===== config.mk =====
export PLATFORM = sky130hd
export DESIGN_NAME = seq_muldiv_ctrl
export DESIGN_NICKNAME = d
export VERILOG_FILES = /design/src/rtl/muldiv_pkg.sv /design/src/rtl/add_sub_64bit.sv /design/src/rtl/seq_muldiv_ctrl.sv
export SDC_FILE = /design/constraint.sdc
export NUM_CORES = 1
export LEC_CHECK = 0
export CORE_MARGIN = 2
export CORE_UTILIZATION = 55
export DETAILED_ROUTE_END_ITERATION = 16
export DONT_BUFFER_PORTS = 1
export PLACE_DENSITY = 0.68
export SYNTH_ARGS = -nofsm -noshare
export SYNTH_HDL_FRONTEND = slang
export SYNTH_SLANG_ARGS = --single-unit

===== constraint.sdc =====
create_clock -name clk -period 11.07 [get_ports clk]
set_input_delay 2.7675 -clock clk [delete_from_list [all_inputs] [get_ports clk]]
set_output_delay 2.7675 -clock clk [all_outputs]
set_load 0.01 [all_outputs]

===== src/rtl/muldiv_pkg.sv =====
// Shared definitions for the sequential multiply/divide controller.
// Covers the operand width, counter width, op codes and FSM state encoding.
package muldiv_pkg;

  localparam int XLEN  = 64;
  localparam int CNT_W = 7;

  typedef enum logic {
    OP_MULU = 1'b0,
    OP_DIVU = 1'b1
  } op_e;

  typedef enum logic [1:0] {
    IDLE = 2'd0,
    ITER = 2'd1,
    DONE = 2'd2
  } state_e;

endpackage


===== src/rtl/add_sub_64bit.sv =====
// 64-bit adder/subtractor. mode=0 computes a+b; mode=1 computes a-b.
// In subtract mode, carry_flag=1 means no borrow occurred.
module add_sub_64bit (
  input  logic [63:0] a,
  input  logic [63:0] b,
  input  logic        mode,
  output logic [63:0] s,
  output logic        carry_flag,
  output logic        overflow_flag
);

  logic [63:0] b_eff;

  always_comb begin
    b_eff = mode ? ~b : b;
    {carry_flag, s} = {1'b0, a} + {1'b0, b_eff} + {64'd0, mode};
    overflow_flag = (a[63] == b_eff[63]) && (s[63] != a[63]);
  end

endmodule


===== src/rtl/seq_muldiv_ctrl.sv =====
// Multi-cycle unsigned 64x64 MULU/DIVU sequencer.
// Performs one add or subtract per clock on a shared add_sub_64bit.
module seq_muldiv_ctrl
  import muldiv_pkg::*;
(
  input  logic            clk,
  input  logic            rst_n,
  input  logic            in_valid,
  output logic            in_ready,
  input  logic            in_op,
  input  logic [XLEN-1:0] in_a,
  input  logic [XLEN-1:0] in_b,
  input  logic            abort,
  output logic            out_valid,
  input  logic            out_ready,
  output logic [XLEN-1:0] out_hi,
  output logic [XLEN-1:0] out_lo,
  output logic            out_div0
);

  state_e           state;
  op_e              op_q;
  logic [CNT_W-1:0] cnt;
  // hi_q/lo_q hold acc_hi/acc_lo for MULU and rem/quo for DIVU;
  // b_q holds the multiplicand for MULU and the divisor for DIVU.
  logic [XLEN-1:0]  hi_q, lo_q, b_q;
  logic [XLEN-1:0]  nxt_hi, nxt_lo;

  logic [XLEN-1:0]  add_a, add_b, add_s;
  logic             add_mode, add_c, adder_ovf_unused;
  logic             div_msb;
  logic [XLEN-1:0]  div_rsh;

  add_sub_64bit u_add_sub (
    .a             (add_a),
    .b             (add_b),
    .mode          (add_mode),
    .s             (add_s),
    .carry_flag    (add_c),
    .overflow_flag (adder_ovf_unused)
  );

  always_comb begin
    div_msb  = hi_q[XLEN-1];
    div_rsh  = {hi_q[XLEN-2:0], lo_q[XLEN-1]};
    add_mode = 1'b0;
    add_a    = hi_q;
    add_b    = b_q;
    nxt_hi   = hi_q;
    nxt_lo   = lo_q;
    if (op_q == OP_DIVU) begin
      add_a    = div_rsh;
      add_mode = (state == ITER);
      // A set msb means the shifted remainder already exceeds any divisor.
      if (div_msb || add_c) begin
        nxt_hi = add_s;
        nxt_lo = {lo_q[XLEN-2:0], 1'b1};
      end else begin
        nxt_hi = div_rsh;
        nxt_lo = {lo_q[XLEN-2:0], 1'b0};
      end
    end else if (lo_q[0]) begin
      {nxt_hi, nxt_lo} = {add_c, add_s, lo_q[XLEN-1:1]};
    end else begin
      {nxt_hi, nxt_lo} = {1'b0, hi_q, lo_q[XLEN-1:1]};
    end
  end

  always_ff @(posedge clk or negedge rst_n) begin
    if (!rst_n) begin
      state     <= IDLE;
      in_ready  <= 1'b1;
      out_valid <= 1'b0;
      out_hi    <= '0;
      out_lo    <= '0;
      out_div0  <= 1'b0;
      cnt       <= '0;
      op_q      <= OP_MULU;
      hi_q      <= '0;
      lo_q      <= '0;
      b_q       <= '0;
    end else begin
      case (state)
        IDLE: begin
          if (in_valid && !abort) begin
            cnt      <= '0;
            op_q     <= op_e'(in_op);
            in_ready <= 1'b0;
            if ((op_e'(in_op) == OP_DIVU) && (in_b == '0)) begin
              out_hi    <= in_a;
              out_lo    <= '1;
              out_div0  <= 1'b1;
              out_valid <= 1'b1;
              state     <= DONE;
            end else begin
              hi_q  <= '0;
              lo_q  <= (op_e'(in_op) == OP_MULU) ? in_b : in_a;
              b_q   <= (op_e'(in_op) == OP_MULU) ? in_a : in_b;
              state <= ITER;
            end
          end
        end
        ITER: begin
          if (abort) begin
            state    <= IDLE;
            in_ready <= 1'b1;
          end else begin
            hi_q <= nxt_hi;
            lo_q <= nxt_lo;
            cnt  <= cnt + 1'b1;
            if (cnt == CNT_W'(XLEN - 1)) begin
              out_hi    <= nxt_hi;
              out_lo    <= nxt_lo;
              out_div0  <= 1'b0;
              out_valid <= 1'b1;
              state     <= DONE;
            end
          end
        end
        DONE: begin
          if (abort || out_ready) begin
            out_valid <= 1'b0;
            in_ready  <= 1'b1;
            state     <= IDLE;
          end
        end
        default: begin
          state     <= IDLE;
          in_ready  <= 1'b1;
          out_valid <= 1'b0;
        end
      endcase
    end
  end

endmodule


# Yosys cells after proc, flatten, opt, wreduce, memory -nomap -nowiden
# Cells that the tools add are included.
[classes] addsub=3 eq_ne=11 n_mux=51 bitwise=2 n_reduce_logical=16
[ops] operator="64-bit two-way mux" count=23
[ops] operator="64-bit one-hot mux with 2 select lines" count=4
[ops] operator="64-bit by 64-bit adder with 65-bit output" count=1
[ops] operator="65-bit by 1-bit adder with 65-bit output" count=1
[ops] operator="64-bit logical NOT" count=1
[ops] operator="64-bit NOT" count=1
[ops] operator="7-bit two-way mux" count=2
[ops] operator="7-bit one-hot mux with 2 select lines" count=1
[ops] operator="1-bit two-way mux" count=12
[ops] operator="2-bit inequality test (second input constant)" count=6
[ops] operator="3-bit AND reduction" count=4
[ops] operator="2-bit two-way mux" count=5
[ops] operator="5-bit AND reduction" count=2
[ops] operator="7-bit by 1-bit adder with 7-bit output (second input constant)" count=1
[ops] operator="7-bit by 6-bit == test with 1-bit output (second input constant)" count=1
[ops] operator="1-bit one-hot mux with 3 select lines" count=2
[ops] operator="2-bit one-hot mux with 3 select lines" count=1
[ops] operator="4-bit AND reduction" count=1
[ops] operator="3-bit by 2-bit inequality test with 1-bit output (second input constant)" count=1
[ops] operator="2-bit by 1-bit == test with 1-bit output (second input constant)" count=1
[ops] operator="2-bit == test (second input constant)" count=1
[ops] operator="1-bit logical AND" count=2
[ops] operator="2-bit logical NOT" count=1
[ops] operator="1-bit logical OR" count=2
[ops] operator="other kinds (6)" count=6
[totals] regBits=333 inputBits=134 out_inout_bits=131 elab_cells=94

# Depth between registers and ports, before layout
[depth] word_depth=11 depth_mapped=21 ltp_nobuf=13

# Hierarchy
# Synthesis repeated with hierarchy kept, for this count alone.
[unflattened] hier_cells=2311 hier_area_um2=23207.3
[modules_own_cells] mod="seq_muldiv_ctrl" instances=1 cells_per_inst=1687 area_each_um2=18805.5 seq_area_each_um2=8334.2
[modules_own_cells] mod="add_sub_64bit" instances=1 cells_per_inst=624 area_each_um2=4401.7 seq_area_each_um2=0.0

# Least setup slack after synthesis
# OpenSTA, ideal clock, no wires.
[synth_timing] kind="input to register" start="input port in_op" end="register out_hi[13]" setup_time_ns=0.068 arrival_time_ns=4.896 t_required_ns=11.002 path_slack_ns=6.107 path_stages=11 path_buffers=3 path_cell_list="clkbuf_1 nor4b_1 nand4_1 nor3_1 nand4b_1 a211o_1 clkbuf_1 nor2_1 clkbuf_1 nand3_1 nand2_1"
[synth_between] elab_chain_cells=3
[synth_lines] element="start: declaration" line_no="seq_muldiv_ctrl.sv:10" source="input logic in_op,"
[synth_lines] element="1-bit logical AND" line_no="seq_muldiv_ctrl.sv:89" source="if ((op_e'(in_op) == OP_DIVU) && (in_b == '0)) begin"
[synth_lines] element="2-bit inequality test (no line)"
[synth_lines] element="5-bit AND reduction (no line)"
[synth_lines] element="end signal: assignment" line_no="seq_muldiv_ctrl.sv:90" source="out_hi <= in_a;"
[synth_lines] element="end signal: assignment" line_no="seq_muldiv_ctrl.sv:112" source="out_hi <= nxt_hi;"
[synth_lines] element="end: declaration" line_no="seq_muldiv_ctrl.sv:16" source="output logic [XLEN-1:0] out_hi,"
# Every way passes these cells.
# A chain may end at the register's enable or synchronous reset.

# Worst setup path in the final report
[layout_timing] start="input port in_b[34]" end="register hi_q[21]"
[layout_between] elab_chain_cells=4
[layout_lines] element="start: declaration" line_no="seq_muldiv_ctrl.sv:12" source="input logic [XLEN-1:0] in_b,"
[layout_lines] element="64-bit logical NOT" line_no="seq_muldiv_ctrl.sv:89"
[layout_lines] element="1-bit logical AND" line_no="seq_muldiv_ctrl.sv:89"
[layout_lines] element="2-bit inequality test (no line)"
[layout_lines] element="4-bit AND reduction (no line)"
[layout_lines] element="end signal: assignment" line_no="seq_muldiv_ctrl.sv:108" source="hi_q <= nxt_hi;"
[layout_lines] element="end: declaration" line_no="seq_muldiv_ctrl.sv:26" source="logic [XLEN-1:0] hi_q, lo_q, b_q;"
# Every way passes these cells.

==> flow_metrics.tcl <==
set metrics [dict create \
    grt_overflow 0 \
    synth_compound_gate_area_share 0.2803 \
    hold_class "reg2reg" \
    path_clk_slew_ns 0.06 \
    muxShareOfSynthArea 0.09622 \
    final-setup-viol-count 0 \
    postSynthCellCount 2705 \
    synth_seq_cells 333 \
    dr.first_iter.drc_count 2834 \
    required_ns 11.51 \
    cap_violations 0 \
    viasPerCell 7.137 \
    fin_ws_ns 4.349 \
    synth-simple-area-share 0.1529 \
    worstSkewPairLatency_ns 0.55 \
    ant_nets 0 \
    grt_usage 0.3942 \
    end_kind "register" \
    tns_ns 0 \
    syn_to_final_growth_pct 4.978 \
    first_global_vias 20649 \
    cts_tree "yes" \
    crit_arrival_ns 7.16 \
    netlist-cell-type-count 94 \
    synth_edf_count 0 \
    fillCellCount 3798 \
    place_inst 3053 \
    fin_skew_ns 0.02627 \
    final_nets 2752 \
    syn-num-nets 2904 \
    antennaDiodeCount 0 \
    post_drt_wl_per_cell_um 28.48 \
    avgSynthCellArea_um2 8.726 \
    drive_above_1_share 0.06747 \
    dp_worst_setup_slack_ns 3.989 \
    synth_top_family_by_area "compound AO/OA/AOI/OAI gates" \
    post_cts_resized 0 \
    drv_slew 0 \
    grt_pass1_wl_um 133300 \
    io_buffers 0 \
    dr.pass1.iters 6 \
    post-route-period-util 0.6071 \
    cts_buffers 37 \
    status "complete, no violations" \
    die_area_um2 44590 \
    dp.final_hpwl_um 65100 \
    gp_congestion 1.033 \
    yosys_warnings 0 \
    coreArea_um2 42130 \
    ios 265 \
    synthXorXnorAreaFrac 0.03971 \
    start_kind "input port" \
    fp.dieH_um 211.2 \
    synth_flop_cell "dfrtp_1" \
    worst_pin_slew_ns 1.138 \
    synth.yosys.seq_area_share 0.3531 \
    mappedNetlistArea_um2 23600 \
    die_w_um 211.2 \
    ir_worst_vdd_mv 0.1331 \
    placementRows 75 \
    fmax_mhz 148.8 \
    clk_path_buf_depth 3 \
    clock_sinks 333 \
    drc 0 \
    cts_setup_buffers 0 \
    leakagePower_nw 10.77 \
    critPathKind "in2reg" \
    h-tree-depth 2 \
    antenna_found_initial 2 \
    grt_max_degree 334 \
    vias 22252 \
    hold_violations 0 \
    relSlewSlack 0.2318 \
    initial_core_util 0.5602 \
    worstPathMaxFanout 86 \
    clockRootBuffer "clkbuf_16" \
    routed_wl_um 88790 \
    ctsHoldBuffers 0 \
    period_needed_ns 6.721 \
    powerDensity_nw_per_um2 186.6 \
    async_reset_ff_frac 1.000 \
    synth_fa_ha_area_frac 0.03478 \
    stdcell_count 3118 \
    rsz0062_at_grt "false" \
]
==> power by group <==
part | total (mW) | switching (mW) | internal (mW)
Sequential | 1.57 | 0.202 | 1.37
Combinational | 1.84 | 1.20 | 0.643
Clock | 1.21 | 0.529 | 0.685
==> metal layers <==
layer  vias up  GRT usage  wire (µm)
met2      1331     0.5574      36790
met1     10924     0.5766      37450
li1       9815          -          -
met4         4     0.1076       2705
met3       178     0.1268      11820
met5         -          0         27
==> sequential cells by signal, summed over array words and instances, names as in the netlist <==
signal / cells
op_q: 1
out_lo: 64
in_ready: 1
out_div0: 1
out_hi: 64
state: 2
out_valid: 1
add_b: 64
cnt: 7
hi_q: 64
lo_q: 64
==> final timing paths <==
check	startpoint	to	slack (ns)	cells after the start
min in group asynchronous	rst_n	out_lo[16]	1.92	0
worst min-delay path	lo_q[37]	lo_q[37]	0.50	1
worst max-delay path	in_b[34]	hi_q[21]	4.35	10
max in group asynchronous	rst_n	lo_q[0]	8.37	0
worst max register to register	op_q	hi_q[54]	4.37	12
worst min register to register	lo_q[37]	lo_q[37]	0.50	1
==> logic make-up (layout without fill, tap and decap cells) <==
| group | count (synthesis) | count (layout) |
|---|---|---|
| adder cells (fa/ha/maj) | 65 | 65 |
| multiplexers | 219 | 219 |
| AND/OR/NAND/NOR | 746 | 746 |
| XOR/XNOR | 107 | 107 |
| flip-flops | 333 | 333 |
| AO/OA/AOI/OAI | 991 | 991 |
| buffers and inverters | 244 | 118 |
==> worst max-delay path, cell delays in order <==
cell and delay, ns:
nor4_1 0.71, nand4_1 0.40, nor2_1 0.21, nand3b_1 0.23
a21oi_1 0.27, or3_4 0.53, buf_4 0.73, buf_4 0.82
a2111oi_0 0.18, a21o_1 0.23
==> cell usage after synthesis, drive strengths merged (28+ instances only) <==
library cell,count,area [µm²]
dfrtp,332,8308
nand2,332,1265
o21ai,288,1441
a211oi,167,1259
clkbuf,163,611.8
mux2i,156,1562
a21oi,147,735.7
a21o,107,803.3
nor2,105,396.6
xnor2,83,727.0
nor2b,80,500.5
ha,64,800.8
mux2,63,709.4
buf,52,294.0
nand4,43,269.0
nor4,40,265.3
nor3,38,190.2
a22oi,34,255.2
a22o,32,280.3
nand3,29,145.1
inv,28,105.1
==> cells in the final DEF (no fill, tap or decap), drive strengths merged, types with 29 or more instances in the layout <==
cell    Yosys  routed
dfrtp     332     332
nand2     332     332
o21ai     288     288
a211oi    167     167
mux2i     156     156
a21oi     147     147
a21o      107     107
nor2      105     105
xnor2      83      83
nor2b      80      80
ha         64      64
mux2       63      63
clkbuf    163      56
nand4      43      43
nor4       40      40
nor3       38      38
a22oi      34      34
a22o       32      32
inv        28      31
nand3      29      29
==> cell type report <==
class | instances | area [µm²] | share of cell area
multi-input cells | 2128 | 14310 | 0.5774
flip-flops and latches | 333 | 8339 | 0.3366
clock buffers | 56 | 1049 | 0.04232
well taps | 539 | 674.4 | 0.02722
repair buffers | 24 | 192.7 | 0.007777
inverters | 29 | 108.9 | 0.004393
clock inverters | 9 | 106.4 | 0.004292
==> per-stage QoR <==
step | area, µm² | total power [mW] | util | hold slack, ns
final | 24780 | 4.624 | 0.5881 | 0.4959
after global routing | 24780 | 4.830 | 0.5881 | 0.5176
after CTS | 24780 | 4.556 | 0.5881 | 0.4986
after detailed placement | 23620 | 3.342 | 0.5607 | 0.4861
after global placement | 23620 | 3.324 | 0.5607 | 0.4782
after floorplan | 23600 | 2.845 | - | 0.4553
No activity file was read; power rests on OpenSTA's default activity.
